**config.mk**
```make
export PLATFORM = sky130hd
export DESIGN_NAME = adder_rr_arbiter
export DESIGN_NICKNAME = d
export VERILOG_FILES = /design/src/rtl/adder_arb_pkg.sv /design/src/rtl/adder_rr_pick.sv /design/src/rtl/adder_rr_arbiter.sv
export SDC_FILE = /design/constraint.sdc
export NUM_CORES = 1
export LEC_CHECK = 0
export BUFFER_PORTS_ARGS = -buffer_cell sky130_fd_sc_hd__buf_2
export CAP_MARGIN = 20
export CORE_UTILIZATION = 30
export CTS_CLUSTER_SIZE = 24
export DETAILED_ROUTE_END_ITERATION = 10
export GPL_ROUTABILITY_DRIVEN = 0
export HOLD_SLACK_MARGIN = 0.12
export PLACE_DENSITY = 0.6
export SYNTH_ARGS = -nofsm -noshare
export SYNTH_HDL_FRONTEND = slang
export SYNTH_HIERARCHICAL = 1
export SYNTH_SLANG_ARGS = --single-unit
```
**constraint.sdc**
```tcl
create_clock -name clk -period 16.3 [get_ports clk]
set_input_delay 1.63 -clock clk [delete_from_list [all_inputs] [get_ports clk]]
set_output_delay 1.63 -clock clk [all_outputs]
set_load 0.02 [all_outputs]
```
**src/rtl/adder_arb_pkg.sv**
```systemverilog
// Shared types for the round-robin adder arbiter.
//   type_adder_cmd_e   : per-request operation select (ADD / SUB)
//   type_adder_flags_s : condition flags captured with each result
//   type_arb_state_e   : occupancy of the single response register
package adder_arb_pkg;

    localparam int unsigned DATA_W = 32;
    localparam int unsigned FLAG_W = 4;

    typedef enum logic {
        SUB = 1'b0,
        ADD = 1'b1
    } type_adder_cmd_e;

    typedef struct packed {
        logic z;
        logic s;
        logic o;
        logic c;
    } type_adder_flags_s;

    typedef enum logic {
        ARB_EMPTY,
        ARB_FULL
    } type_arb_state_e;

    // Port order of the flag bus is {c,z,s,o}, which differs from the struct order.
    function automatic logic [FLAG_W-1:0] pack_flags_czso(input type_adder_flags_s f);
        return {f.c, f.z, f.s, f.o};
    endfunction

endpackage

```
**src/rtl/adder_rr_pick.sv**
```systemverilog
// Combinational round-robin picker.
//   vld : request valids, one bit per requester
//   ptr : index where the search starts (highest priority)
//   en  : grant enable; no grant is issued while low
//   gnt : one-hot grant (or zero)
//   idx : index of the granted requester (0 when no grant)
module adder_rr_pick
    import adder_arb_pkg::*;
#(
    parameter int unsigned NUM_REQ = 4,
    parameter int unsigned ID_W    = 2
) (
    input  logic [NUM_REQ-1:0] vld,
    input  logic [ID_W-1:0]    ptr,
    input  logic               en,
    output logic [NUM_REQ-1:0] gnt,
    output logic [ID_W-1:0]    idx
);

    localparam int unsigned SW = ID_W + 1;

    // (base + off) mod NUM_REQ; one extra bit holds the unwrapped sum.
    function automatic logic [ID_W-1:0] wrap_idx(input logic [ID_W-1:0] base,
                                                 input int unsigned     off);
        logic [SW-1:0] s;
        s = {1'b0, base} + SW'(off);
        if (s >= SW'(NUM_REQ)) begin
            s = s - SW'(NUM_REQ);
        end
        return s[ID_W-1:0];
    endfunction

    logic            found;
    logic [ID_W-1:0] cand;

    // Walk upward from ptr; the first valid requester wins.
    always_comb begin
        gnt   = '0;
        idx   = '0;
        found = 1'b0;
        cand  = '0;
        for (int unsigned i = 0; i < NUM_REQ; i++) begin
            cand = wrap_idx(ptr, i);
            if (en && !found && vld[cand]) begin
                found     = 1'b1;
                gnt[cand] = 1'b1;
                idx       = cand;
            end
        end
    end

endmodule

```
**src/rtl/adder_rr_arbiter.sv**
```systemverilog
// Shares one 32-bit adder between NUM_REQ requesters with round-robin grant
// and a single registered response stage tagged with the requester index.
// Optional feature: define ADDER_ARB_FLAGS_EN to register {c,z,s,o} flags
// with each result; otherwise rsp_flags_o is tied to zero.
//   clk, rst      : clock, synchronous active-high reset
//   req_vld_i     : per-requester valid
//   req_cmd_i     : per-requester op (1 = add, 0 = subtract)
//   req_op1_i/op2 : packed 32-bit operands, requester k at [32k+31:32k]
//   req_rdy_o     : combinational one-hot grant
//   rsp_vld_o/rdy : response handshake
//   rsp_id_o      : requester index of the response
//   rsp_res_o     : 32-bit result
//   rsp_flags_o   : {c,z,s,o}
module adder_rr_arbiter
    import adder_arb_pkg::*;
#(
    parameter int unsigned NUM_REQ = 4,
    parameter int unsigned ID_W    = (NUM_REQ > 2) ? $clog2(NUM_REQ) : 1
) (
    input  logic                      clk,
    input  logic                      rst,
    input  logic [NUM_REQ-1:0]        req_vld_i,
    input  logic [NUM_REQ-1:0]        req_cmd_i,
    input  logic [NUM_REQ*DATA_W-1:0] req_op1_i,
    input  logic [NUM_REQ*DATA_W-1:0] req_op2_i,
    output logic [NUM_REQ-1:0]        req_rdy_o,
    output logic                      rsp_vld_o,
    input  logic                      rsp_rdy_i,
    output logic [ID_W-1:0]           rsp_id_o,
    output logic [DATA_W-1:0]         rsp_res_o,
    output logic [FLAG_W-1:0]         rsp_flags_o
);

`ifdef ADDER_ARB_FLAGS_EN
    localparam int unsigned SUM_W = DATA_W + 1;
`else
    localparam int unsigned SUM_W = DATA_W;
`endif

    type_arb_state_e   state;
    logic [ID_W-1:0]   rr_ptr;
    logic              can_accept;
    logic              pick_en;
    logic [ID_W-1:0]   gnt_idx;
    logic              gnt_any;
    logic [DATA_W-1:0] op_a;
    logic [DATA_W-1:0] op_b;
    type_adder_cmd_e   cmd;
    logic [SUM_W-1:0]  sum;
    logic [DATA_W-1:0] op1_arr [NUM_REQ];
    logic [DATA_W-1:0] op2_arr [NUM_REQ];

    // Unpack the flat operand buses.
    for (genvar k = 0; k < NUM_REQ; k++) begin : g_unpack
        assign op1_arr[k] = req_op1_i[DATA_W*k +: DATA_W];
        assign op2_arr[k] = req_op2_i[DATA_W*k +: DATA_W];
    end

    // Drain-and-refill in the same cycle keeps throughput at one op per cycle.
    assign can_accept = (state == ARB_EMPTY) || rsp_rdy_i;
    assign pick_en    = can_accept && !rst;
    assign gnt_any    = |req_rdy_o;
    assign rsp_vld_o  = (state == ARB_FULL);

    adder_rr_pick #(
        .NUM_REQ (NUM_REQ),
        .ID_W    (ID_W)
    ) u_pick (
        .vld (req_vld_i),
        .ptr (rr_ptr),
        .en  (pick_en),
        .gnt (req_rdy_o),
        .idx (gnt_idx)
    );

    // Granted operand mux feeding the single shared adder.
    assign op_a = op1_arr[gnt_idx];
    assign op_b = op2_arr[gnt_idx];
    assign cmd  = type_adder_cmd_e'(req_cmd_i[gnt_idx]);

    // Zero-extended add/sub; the extra bit (when present) is carry/borrow.
    always_comb begin
        sum = '0;
        if (cmd == ADD) begin
            sum = SUM_W'(op_a) + SUM_W'(op_b);
        end else begin
            sum = SUM_W'(op_a) - SUM_W'(op_b);
        end
    end

    // Occupancy FSM, round-robin pointer and response register.
    always_ff @(posedge clk) begin
        if (rst) begin
            state     <= ARB_EMPTY;
            rr_ptr    <= '0;
            rsp_id_o  <= '0;
            rsp_res_o <= '0;
        end else begin
            if (gnt_any) begin
                rsp_id_o  <= gnt_idx;
                rsp_res_o <= sum[DATA_W-1:0];
                rr_ptr    <= (gnt_idx == ID_W'(NUM_REQ - 1)) ? '0 : gnt_idx + ID_W'(1);
            end
            case (state)
                ARB_EMPTY: if (gnt_any) state <= ARB_FULL;
                ARB_FULL:  if (rsp_rdy_i && !gnt_any) state <= ARB_EMPTY;
                default:   state <= ARB_EMPTY;
            endcase
        end
    end

`ifdef ADDER_ARB_FLAGS_EN
    type_adder_flags_s flags_c;
    type_adder_flags_s flags_q;
    logic              b31_eff;

    // Overflow uses the subtract form; for add the op2 sign is inverted.
    always_comb begin
        flags_c   = '0;
        b31_eff   = (cmd == ADD) ? ~op_b[DATA_W-1] : op_b[DATA_W-1];
        flags_c.c = sum[DATA_W];
        flags_c.z = ~|sum[DATA_W-1:0];
        flags_c.s = sum[DATA_W-1];
        flags_c.o = (~op_a[DATA_W-1] &  b31_eff &  sum[DATA_W-1]) |
                    ( op_a[DATA_W-1] & ~b31_eff & ~sum[DATA_W-1]);
    end

    always_ff @(posedge clk) begin
        if (rst) begin
            flags_q <= '0;
        end else if (gnt_any) begin
            flags_q <= flags_c;
        end
    end

    assign rsp_flags_o = pack_flags_czso(flags_q);
`else
    assign rsp_flags_o = '0;
`endif

endmodule

```
# Word-level counts from Yosys, hierarchy flattened
# Index checks and enable logic that the tools add are counted.
[word_totals]
word_cells = 98
ff_bits = 37
inputBits = 267
out_inout_bits = 43
[op_classes]
addsub = 10
bitwise_logic = 5
n_eq_ne = 1
n_mux = 44
reduce_logical = 20
magnitude_cmp = 14
[op_table]
columns = ["operator", "count"]
rows = [
  ["two-way mux 32 bit", 5],
  ["binary-select mux 32 bit (select 2 bit)", 2],
  ["adder 32 bit", 1],
  ["subtractor 32 bit", 1],
  ["two-way mux 2 bit", 9],
  ["two-way mux 4 bit", 4],
  ["< comparator 2 x 3 -> 1 bit, second input constant", 5],
  ["two-way mux 1 bit", 14],
  ["logical AND 1 bit", 13],
  [">= comparator 3 bit, second input constant", 4],
  ["OR 4 bit", 3],
  ["binary-select mux 1 bit (select 2 bit)", 5],
  ["demux 1 bit (select 2 bit)", 4],
  [">= comparator 2 x 1 -> 1 bit, second input constant", 4],
  ["subtractor 2 x 1 -> 2 bit, second input constant", 4],
  ["adder 2 x 2 -> 3 bit, second input constant", 2],
  ["logical NOT 1 bit", 5],
  ["OR reduction 4 bit", 1],
  ["adder 2 x 1 -> 3 bit, second input constant", 1],
  [">= comparator 2 x 3 -> 1 bit, second input constant", 1],
  ["NOT 2 -> 3 bit", 1],
  ["adder 2 x 1 -> 2 bit, second input constant", 1],
  ["equality test 2 bit, second input constant", 1],
  ["case mux 1 bit (2 select lines)", 1],
  ["2 further kinds", 2],
]

# Longest topological paths before layout
# Gate-level depths: netlist (run 1).
[depth]
ltp_word = 24
depth_mapped = 30
ltp_nobuf = 25

# Cells and area by module
# Netlist (run 1), hierarchy kept.
[modules_own_cells]
columns = ["module", "area_per_inst_um2", "seq_area_each_um2", "n_inst", "cells_each"]
rows = [
  ["adder_rr_arbiter", 5186.2, 740.7, 1, 573],
  ["adder_rr_pick", 636.9, 0.0, 1, 71],
]

# Least setup slack after synthesis (run 1)
# Ideal clock, no wire load.
[synth_timing]
kind = "in2reg"
start = "input port rst"
end = "register rsp_res_o[31]"
required_time_ns = 16.197
path_stages = 25
arrival_ns = 7.261
path_buffers = 7
setup_slack_ns = 8.935
path_cell_list = "clkbuf_1 -> clkbuf_1 -> nor2b_1 -> inv_1 -> nor4_4 -> o21ai_2 -> o22ai_1 -> buf_1 -> clkbuf_1 -> buf_1 -> o21a_1 -> clkbuf_1 -> clkbuf_1 -> nor2_1 -> xor2_1 -> ha_1 -> nand3_1 -> o2111ai_1 -> a311oi_1 -> o211ai_1 -> nand2_1 -> o21ai_0 -> o211ai_1 -> o21ai_0 -> a2111oi_2"
[synth_via]
elab_chain_len = 22
[synth_lines]
columns = ["item", "line", "text"]
rows = [
  ["start: declaration", "adder_rr_arbiter.sv:21", "input logic rst,"],
  ["logical NOT 1 bit (*)", "adder_rr_arbiter.sv:61", "assign pick_en = can_accept && !rst;"],
  ["logical AND 1 bit (*)", "adder_rr_arbiter.sv:61", ""],
  ["via pick_en", "adder_rr_arbiter.sv:43", "logic pick_en;"],
  ["logical AND 1 bit", "adder_rr_pick.sv:44", "if (en && !found && vld[cand]) begin"],
  ["two-way mux 1 bit", "adder_rr_pick.sv:44", ""],
  ["logical NOT 1 bit", "adder_rr_pick.sv:44", ""],
  ["logical AND 1 bit (2 in a row)", "adder_rr_pick.sv:44", ""],
  ["two-way mux 1 bit", "adder_rr_pick.sv:44", ""],
  ["(+5 left out)", "-", ""],
  ["logical AND 1 bit (2 in a row)", "adder_rr_pick.sv:44", ""],
  ["two-way mux 2 bit (*)", "adder_rr_pick.sv:44", ""],
  ["via gnt_idx[1]", "adder_rr_arbiter.sv:44", "logic [ID_W-1:0] gnt_idx;"],
  ["NOT 2 -> 3 bit (not written as such)", "adder_rr_arbiter.sv:77, adder_rr_arbiter.sv:78", ""],
  ["binary-select mux 32 bit (select 2 bit), on equally long branches", "adder_rr_arbiter.sv:77, adder_rr_arbiter.sv:78", ""],
  ["two-way mux 32 bit, on equally long branches (2 in a row)", "adder_rr_arbiter.sv:77, adder_rr_arbiter.sv:78", ""],
  ["subtractor 32 bit or adder 32 bit (tied branches)", "adder_rr_arbiter.sv:87, adder_rr_arbiter.sv:85", ""],
  ["two-way mux 32 bit (*)", "adder_rr_arbiter.sv:84", "if (cmd == ADD) begin"],
  ["end signal: assignment", "adder_rr_arbiter.sv:101", "rsp_res_o <= sum[DATA_W-1:0];"],
  ["end: declaration", "adder_rr_arbiter.sv:30", "output logic [DATA_W-1:0] rsp_res_o,"],
]
# Mark *: on every way through the listed nets, which the timed path passes. The rest lies on a longest branch. The select of a mux whose other input is x is not followed.
# A chain may end at the register's enable or synchronous reset.

# Worst setup path in the final report (run 1)
[layout_timing]
start = "input port rst"
end = "register rsp_res_o[30]"
# The elaborated chain is that of the path after synthesis.

==> metrics.md, run 1 <==
| Metric | Value |
|---|---|
| Routed WL | 21.1 mm |
| Critical path peak fanout | 68 |
| Register area | 741 um2 |
| WP data required | 16.47 ns |
| Filler cells | 1998 |
| Clk_lat worst skew | 0.28 ns |
| Die Wd | 141 um |
| Synth Area in Compound Gates | 0.181 |
| Drt wl/cell | 17.8 um |
| Post-synth EDFFs | 0 |
| Synth Register Bits | 37 |
| Clock skew | 0.00551 ns |
| Synthesized area | 5820 um2 |
| Grt ovf | 0 |
| DRT iter0 DRCs | 335 |
| Synth cell types | 66 |
| Asr flop ratio synth | 0 |
| Rows | 50 |
| First-pass GRT wire length | 32.7 mm |
| Synth Area in Adders | 0.107 |
| Startpoint types | input port |
| Num CTS Buffers | 5 |
| First-pass iteration count of the detailed router | 4 |
| Setup total negative slack | 0 ns |
| Gr usage total | 0.212 |
| CP Class | input port to flip-flop |
| Layout cells sized above 1 | 0.439 |
| Root buffer cell | clkbuf_16 |
| Vias in the first global route | 6041 |
| Slew margin rel. | 0.403 |
| Placed Instances | 1177 |
| Max Cap Viol | 0 |
| Final min period | 7.93 ns |
| CP max stage cell | buf_4 |
| Core ar. | 18900 um2 |
| CTS clk-pin slew, worst paths | 0.06 ns |
| PostCTS Resize Cnt | 0 |
| Post-DP HPWL | 18.0 mm |
| Pwr per Cell Area | 245 nW/um2 |
| HP Class | flip-flop to flip-flop |
| Largest stage delay, worst path | 0.65 ns |
| Hold buffers post-CTS | 0 |
| Postcts setup bufs | 0 |
| Worst-Margin Slew | 0.895 ns |
| Via count | 6157 |
| Initial Util | 0.308 |
| Largest family of logic cells by synthesized area | multiplexers |
| Port Buf Inserts | 305 |
| IO Pins | 310 |
| CTS tree | done |
| RSZ-0062 raised after global routing | false |
| Syn Area/Cell | 9.04 um2 |
| Final-report setup violation count | 0 |
| Final net count | 1240 |
| Layout area overhead | 32.6% |
| Period utilisation layout | 0.486 |
| Area occupied by multi-input gates | 4790 um2 |
| Clk buf depth | 2 |
| Crit-path cells | buf_2, nor2b_1, inv_1, nor4_4, o21ai_2, o22ai_4, buf_4, mux4_2, nor3_1, nand2b_1, nand2b_1, or3_1, o41ai_1, xnor2_1, ha_1, a21o_1, nor4_1, a21oi_1, o211ai_1, a211oi_1, nor4_1, nor3_1, nand3b_1 |
| Largest net degree at the start of global routing | 69 |
| Vias/cell | 5.18 |
| Mapped Cells | 644 |
| Top cell type's share of synthesized area | 0.255 |
| Setup crit end kind | flip-flop |
| Initial antenna violation count | 3 |
| Die H | 141 um |
| Max Clk Rate | 0.126 GHz |
| Hold Vio Cnt, Final | 0 |
| Post-Synth Simple-Gate Area | 0.177 |
| Peak supply drop | 0.0825 mV |
| Die area | 20000 um2 |
| Htree depth | 2 |
| Status | finished clean |
| Buf/Inv on CP | 3 |
| # DRC | 0 |
| Final Max Tran Viols | 0 |
| Synth warn | 6 |
| XOR/XNOR Fraction of Synth Area | 0.0737 |
| TritonCTS Sinks | 37 |
| CP delay by family, top | simple AND/OR/NAND/NOR gates |
| Mux contribution to synthesized area | 0.277 |
| Synth area leader | mux4_2 |
| Fin cells | 1188 |
| Top cells by area, synth | mux4_2 26%, dfxtp_1 13%, ha_1 10% |
| Lkg Pwr | 0.00336 uW |
| Post-synthesis sequential area ratio | 0.127 |
| Critical Path AT | 8.10 ns |
| ANT nets after route | 0 |
| Synth Flop Type | dfxtp_1 |
registers in the layout, summed over array words and instances (netlist names):
signal	flops
rsp_res_o	32
rr_ptr	2
rsp_id_o	2
rsp_vld_o	1
synthesized netlist by cell type (6+ instances only):
cell and instances:
nor3_1 14, nor2b_1 10, o211ai_1 13, a31oi_1 7
a211oi_1 11, nand3_1 11, nand2b_1 7, o31ai_1 6
clkbuf_1 18, or3_1 11, nand2_1 76, mux4_2 66
xor2_1 26, o21a_1 9, ha_1 48, buf_1 9
a21oi_1 55, inv_1 27, nor2_1 34, o21ai_0 27
dfxtp_1 37, nand3b_1 7, xnor2_1 23
per-stage QoR:
| stage | setup slack (ns) | cell area [um2] | total power (uW) | utilization | hold WS (ns) |
|---|---|---|---|---|---|
| detailed placement | 8.10 | 7530 | 1770 | 0.399 | 0.444 |
| global placement | 8.21 | 7530 | 1770 | 0.399 | 0.438 |
| CTS | 8.37 | 7710 | 1890 | 0.408 | 0.450 |
| floorplan | 8.94 | 5830 | 1390 | - | 0.492 |
| global route | 7.59 | 7720 | 2100 | 0.409 | 0.459 |
| finish | 8.37 | 7720 | 1890 | 0.409 | 0.444 |
cell usage in the layout, fill, tap and decap left out, types with 6 or more instances in the layout:
master    synthesis  routed
a211oi_1         11      11
a21oi_1          55      54
a31oi_1           7       7
buf_2             4     305
buf_4             4       6
dfxtp_1          37      37
ha_1             48      48
inv_1            27      27
mux4_2           66      66
nand2_1          76      76
nand2b_1          7       7
nand3_1          11      11
nand3b_1          7       7
nor2_1           34      34
nor2b_1          10      10
nor3_1           14      14
o211ai_1         13      13
o21a_1            9       9
o21ai_0          27      27
o31ai_1           6       6
or3_1            11      11
xnor2_1          23      23
xor2_1           26      26
worst register-to-register path: stages, from the launching register on:
cell       delay [ns]
dfxtp_1          0.82
inv_2            0.19
ha_1             0.66
mux4_2           0.49
nor2b_1          0.14
o21ai_0          0.13
a21oi_4          0.22
buf_4            0.51
buf_4            0.64
mux2_2           0.46
o21a_1           0.40
nor2_1           0.22
xor2_1           0.20
ha_1             0.32
nand3_1          0.11
o2111ai_1        0.20
a311oi_1         0.68
o211ai_1         0.15
nand2_1          0.17
o21ai_0          0.14
o211ai_1         0.42
o21ai_0          0.20
a2111oi_2        0.31
layout make-up:
type                    instances  area share
diodes                          3    0.000973
clock buffers                   6      0.0180
clock inverters                 2     0.00486
inverters                      28      0.0136
multi-input cells             541       0.621
flip-flops and latches         37      0.0960
well taps                     260      0.0421
repair buffers                311       0.204
worst paths after layout:
path / startpoint / end / slack (ns) / cells past startpoint
setup / recovery: rst / rsp_res_o[30] / 8.37 / 23
hold / removal: rsp_res_o[26] / rsp_res_o[26] / 0.44 / 2
setup reg to reg: rr_ptr[0] / rsp_res_o[31] / 8.43 / 22
hold reg to reg: rsp_res_o[26] / rsp_res_o[26] / 0.44 / 2
routing by layer:
metal  global-route usage  up-vias  routed length, um
met4               0.0664        0                412
met1                0.286     2875               9320
met5                    0        -                  0
met3               0.0216       22               1150
li1                     -     3020                  -
met2                0.355      240              10300
where the power goes:
part	internal, uW	switching, uW	total [uW]
sequential	120	22.2	143
clock	76.3	38.0	114
combinational	681	955	1640
total	878	1020	1890
cell families (layout without fill, tap and decap cells):
| family | count (synthesis) | in the layout |
|---|---|---|
| buf+inv | 69 | 347 |
| mux | 76 | 76 |
| flops | 37 | 37 |
| compound gates | 163 | 163 |
| simple gates | 200 | 200 |
| xor+xnor | 49 | 49 |
| fa+ha+maj | 49 | 49 |
| other cells | 1 | 7 |
(Power assumes the default switching activity.)
==> run 2, diff against run 1 <==
Clock period 16.3 ns to 8.2 ns, I/O delays scaled along.
==> run 2 against run 1 <==
Non-clock buffer count rose by 5. Register-to-register slack got worse by 7.5 ns. Critical path type is now flip-flop to flip-flop. Combinational power rose by 100%. Die area did not move. Power rose by 100%. Via count rose by 0.89%. Design area rose by 0.52%. Highest routed layer unchanged. Count of clock-buffer cells in the layout fell by 1. Wire length rose by 0.79%. Global-route usage fell by 0.59 points.
==> metrics.md, run 2 (synthesis gave the netlist of run 1 again) <==
| Metric | Value |
|---|---|
| Comb pwr share | 0.870 (+0.006) |
| Layout cells sized above 1 | 0.442 (+0.00302) |
| PostCTS Resize Cnt | 0 (unchanged) |
| Max Clk Rate | 0.138 GHz |
| Port Buf Inserts | 305 (unchanged) |
| First-pass GRT wire length | 31.9 mm (-2.7%) |
| Setup WS pre-CTS | 0.967 ns (-7.13 ns) |
| CTS tree | done |
| TritonCTS Sinks | 37 (unchanged) |
| Rows | 50 (unchanged) |
| Setup crit end kind | flip-flop |
| Via count | 6212 (+0.89%) |
| Grt ovf | 0 (unchanged) |
| Root buffer cell | clkbuf_16 |
| DRT iter0 DRCs | 362 (+8.1%) |
| Postcts setup bufs | 0 (unchanged) |
| Switching Fraction | 0.536 (-0.000635) |
| Die area | 20000 um2 (unchanged) |
| Peak supply drop | 0.185 mV (+120%) |
| Fin cells | 1192 (+0.34%) |
| Final min period | 7.25 ns |
| Critical path peak fanout | 19 (-72%) |
| Final net count | 1245 (+0.40%) |
| Drt wl/cell | 17.9 um (+0.45%) |
| Post-DP HPWL | 18.3 mm (+1.5%) |
| Crit-path cells | inv_1, ha_1, mux2_2, nor4_4, o21ai_2, o22ai_4, mux4_2, or4_4, or3_4, nand2b_1, o21a_1, a21oi_1, xnor2_1, ha_1, and2_1, nand2_1, nor2_1, a21oi_1, o21ai_0, o211ai_1, o21ai_0, a2111oi_2 |
| ANT nets after route | 0 (unchanged) |
| Largest net degree at the start of global routing | 49 (-29%) |
| Gr usage total | 0.206 (-0.00594) |
| Vias in the first global route | 5873 (-2.8%) |
| CP Class | flip-flop to flip-flop |
| Critical Path AT | 7.44 ns (-0.66 ns) |
| Filler cells | 2011 (+0.65%) |
| Internal | 1760 uW (+100%) |
| Hold Vio Cnt, Final | 0 (unchanged) |
| Initial Util | 0.308 (unchanged) |
| Sequential power share | 0.072 (-0.003) |
| Placed Instances | 1182 (+0.42%) |
| IO Pins | 310 (unchanged) |
| Commonest non-fill, non-tap cell in the layout | buf_2 |
| Clock skew | 0.00791 ns (+0.00240 ns) |
| Layout area overhead | 33.2% |
| # DRC | 0 (unchanged) |
| HP Class | flip-flop to flip-flop |
| Hold buffers post-CTS | 0 (unchanged) |
| CP delay by family, top | compound AO/OA/AOI/OAI gates |
| Die H | 141 um (unchanged) |
| Lkg Pwr | 0.00339 uW (+0.87%) |
| Area occupied by multi-input gates | 4790 um2 (unchanged) |
| Clk network pwr share | 0.059 (about the same) |
| Psw | 2030 uW (+100%) |
| RSZ-0062 raised after global routing | false |
| Core ar. | 18900 um2 (unchanged) |
| WP data required | 8.39 ns (-8.08 ns) |
| Worst-Margin Slew | 0.695 ns (-0.200 ns) |
| Commonest non-fill, non-tap cells in the layout | 305 x buf_2, 76 x nand2_1, 66 x mux4_2 |
| Status | finished clean |
| Top Registers | rsp_res_o: 32 flops, rr_ptr: 2 flops, rsp_id_o: 2 flops |
| Max reg flops | 32 (unchanged) |
| Final-report setup violation count | 0 (unchanged) |
| Htree depth | 2 (unchanged) |
| First-pass iteration count of the detailed router | 4 (unchanged) |
| Clk buf depth | 2 (unchanged) |
| Period utilisation layout | 0.884 |
| Num CTS Buffers | 5 (unchanged) |
| Buf/Inv on CP | 1 (-2) |
| Crit path setup slack, layout | 0.947 ns (-7.43 ns) |
| Pwr per Cell Area | 488 nW/um2 (+99%) |
| Largest register by flop count | rsp_res_o |
| CTS clk-pin slew, worst paths | 0.06 ns (about the same) |
| Slew margin rel. | 0.536 (+0.133) |
| Max Cap Viol | 0 (unchanged) |
| Vias/cell | 5.21 (+0.55%) |
| Clk_lat worst skew | 0.28 ns (about the same) |
| Startpoint types | flip-flop |
| Register area | 741 um2 (unchanged) |
| Largest stage delay, worst path | 0.64 ns (about the same) |
| Final Max Tran Viols | 0 (unchanged) |
| Initial antenna violation count | 2 (-1) |
| Setup total negative slack | 0 ns (unchanged) |
| CP max stage cell | dfxtp_1 |
| Die Wd | 141 um (unchanged) |
| Routed WL | 21.3 mm (+0.79%) |
## run 2: changes by cell type in the layout (fill, tap and decap cells not counted), sizes merged
cell,change
buf,+5
clkbuf,-1
clkinv,+1
clkinvlp,-1
diode,-1
inv,+1
## run 2: power by group through the flow
stage	logic [uW]	registers [uW]	clock network, uW
floorplan	2440	326	0
global placement	3270	275	0
detailed placement	3260	277	0
CTS	3280	273	229
global route	3630	278	233
finish	3290	271	223
## run 2: layer usage
metal  GRT usage  share of wire  up-vias
met3      0.0216          0.050       18
met1       0.281           0.44     2916
met5           0              0        -
met2       0.347           0.49      252
li1            -              -     3026
met4      0.0538          0.016        0
## run 2: worst min-delay path: cells and delay by family (launching register included)
| kind | cells | cell delay, ns |
|---|---|---|
| AND/OR/NAND/NOR | 1 | 0.05 |
| flip-flops | 1 | 0.30 |
| AO/OA/AOI/OAI | 1 | 0.05 |
## run 2: cell type report
| type | count | area share |
|---|---|---|
| Timing Repair Buffer | 316 | 0.209 |
| Clock inverter | 3 | 0.00564 |
| Sequential cell | 37 | 0.0955 |
| Multi-Input combinational cell | 541 | 0.618 |
| Inverter | 28 | 0.0135 |
| Antenna cell | 2 | 0.000645 |
| Clock buffer | 5 | 0.0161 |
| Tap cell | 260 | 0.0419 |
## run 2: worst paths after layout
path,startpoint,to,slack [ns],depth (start not counted)
worst max-delay path,rr_ptr[1],rsp_res_o[31],0.95,22
worst min-delay path,rsp_id_o[0],rsp_id_o[0],0.45,2
worst max register to register,rr_ptr[1],rsp_res_o[31],0.95,22
worst min register to register,rsp_id_o[0],rsp_id_o[0],0.45,2
## run 2: stage by stage
stage | power [uW] | cell area, um2 | hold WS [ns] | util
final | 3790 | 7760 | 0.447 | 0.411
after global routing | 4140 | 7760 | 0.464 | 0.411
after CTS | 3790 | 7750 | 0.450 | 0.410
after detailed placement | 3540 | 7580 | 0.443 | 0.401
after global placement | 3550 | 7580 | 0.438 | 0.401
after floorplan | 2770 | 5830 | 0.492 | -
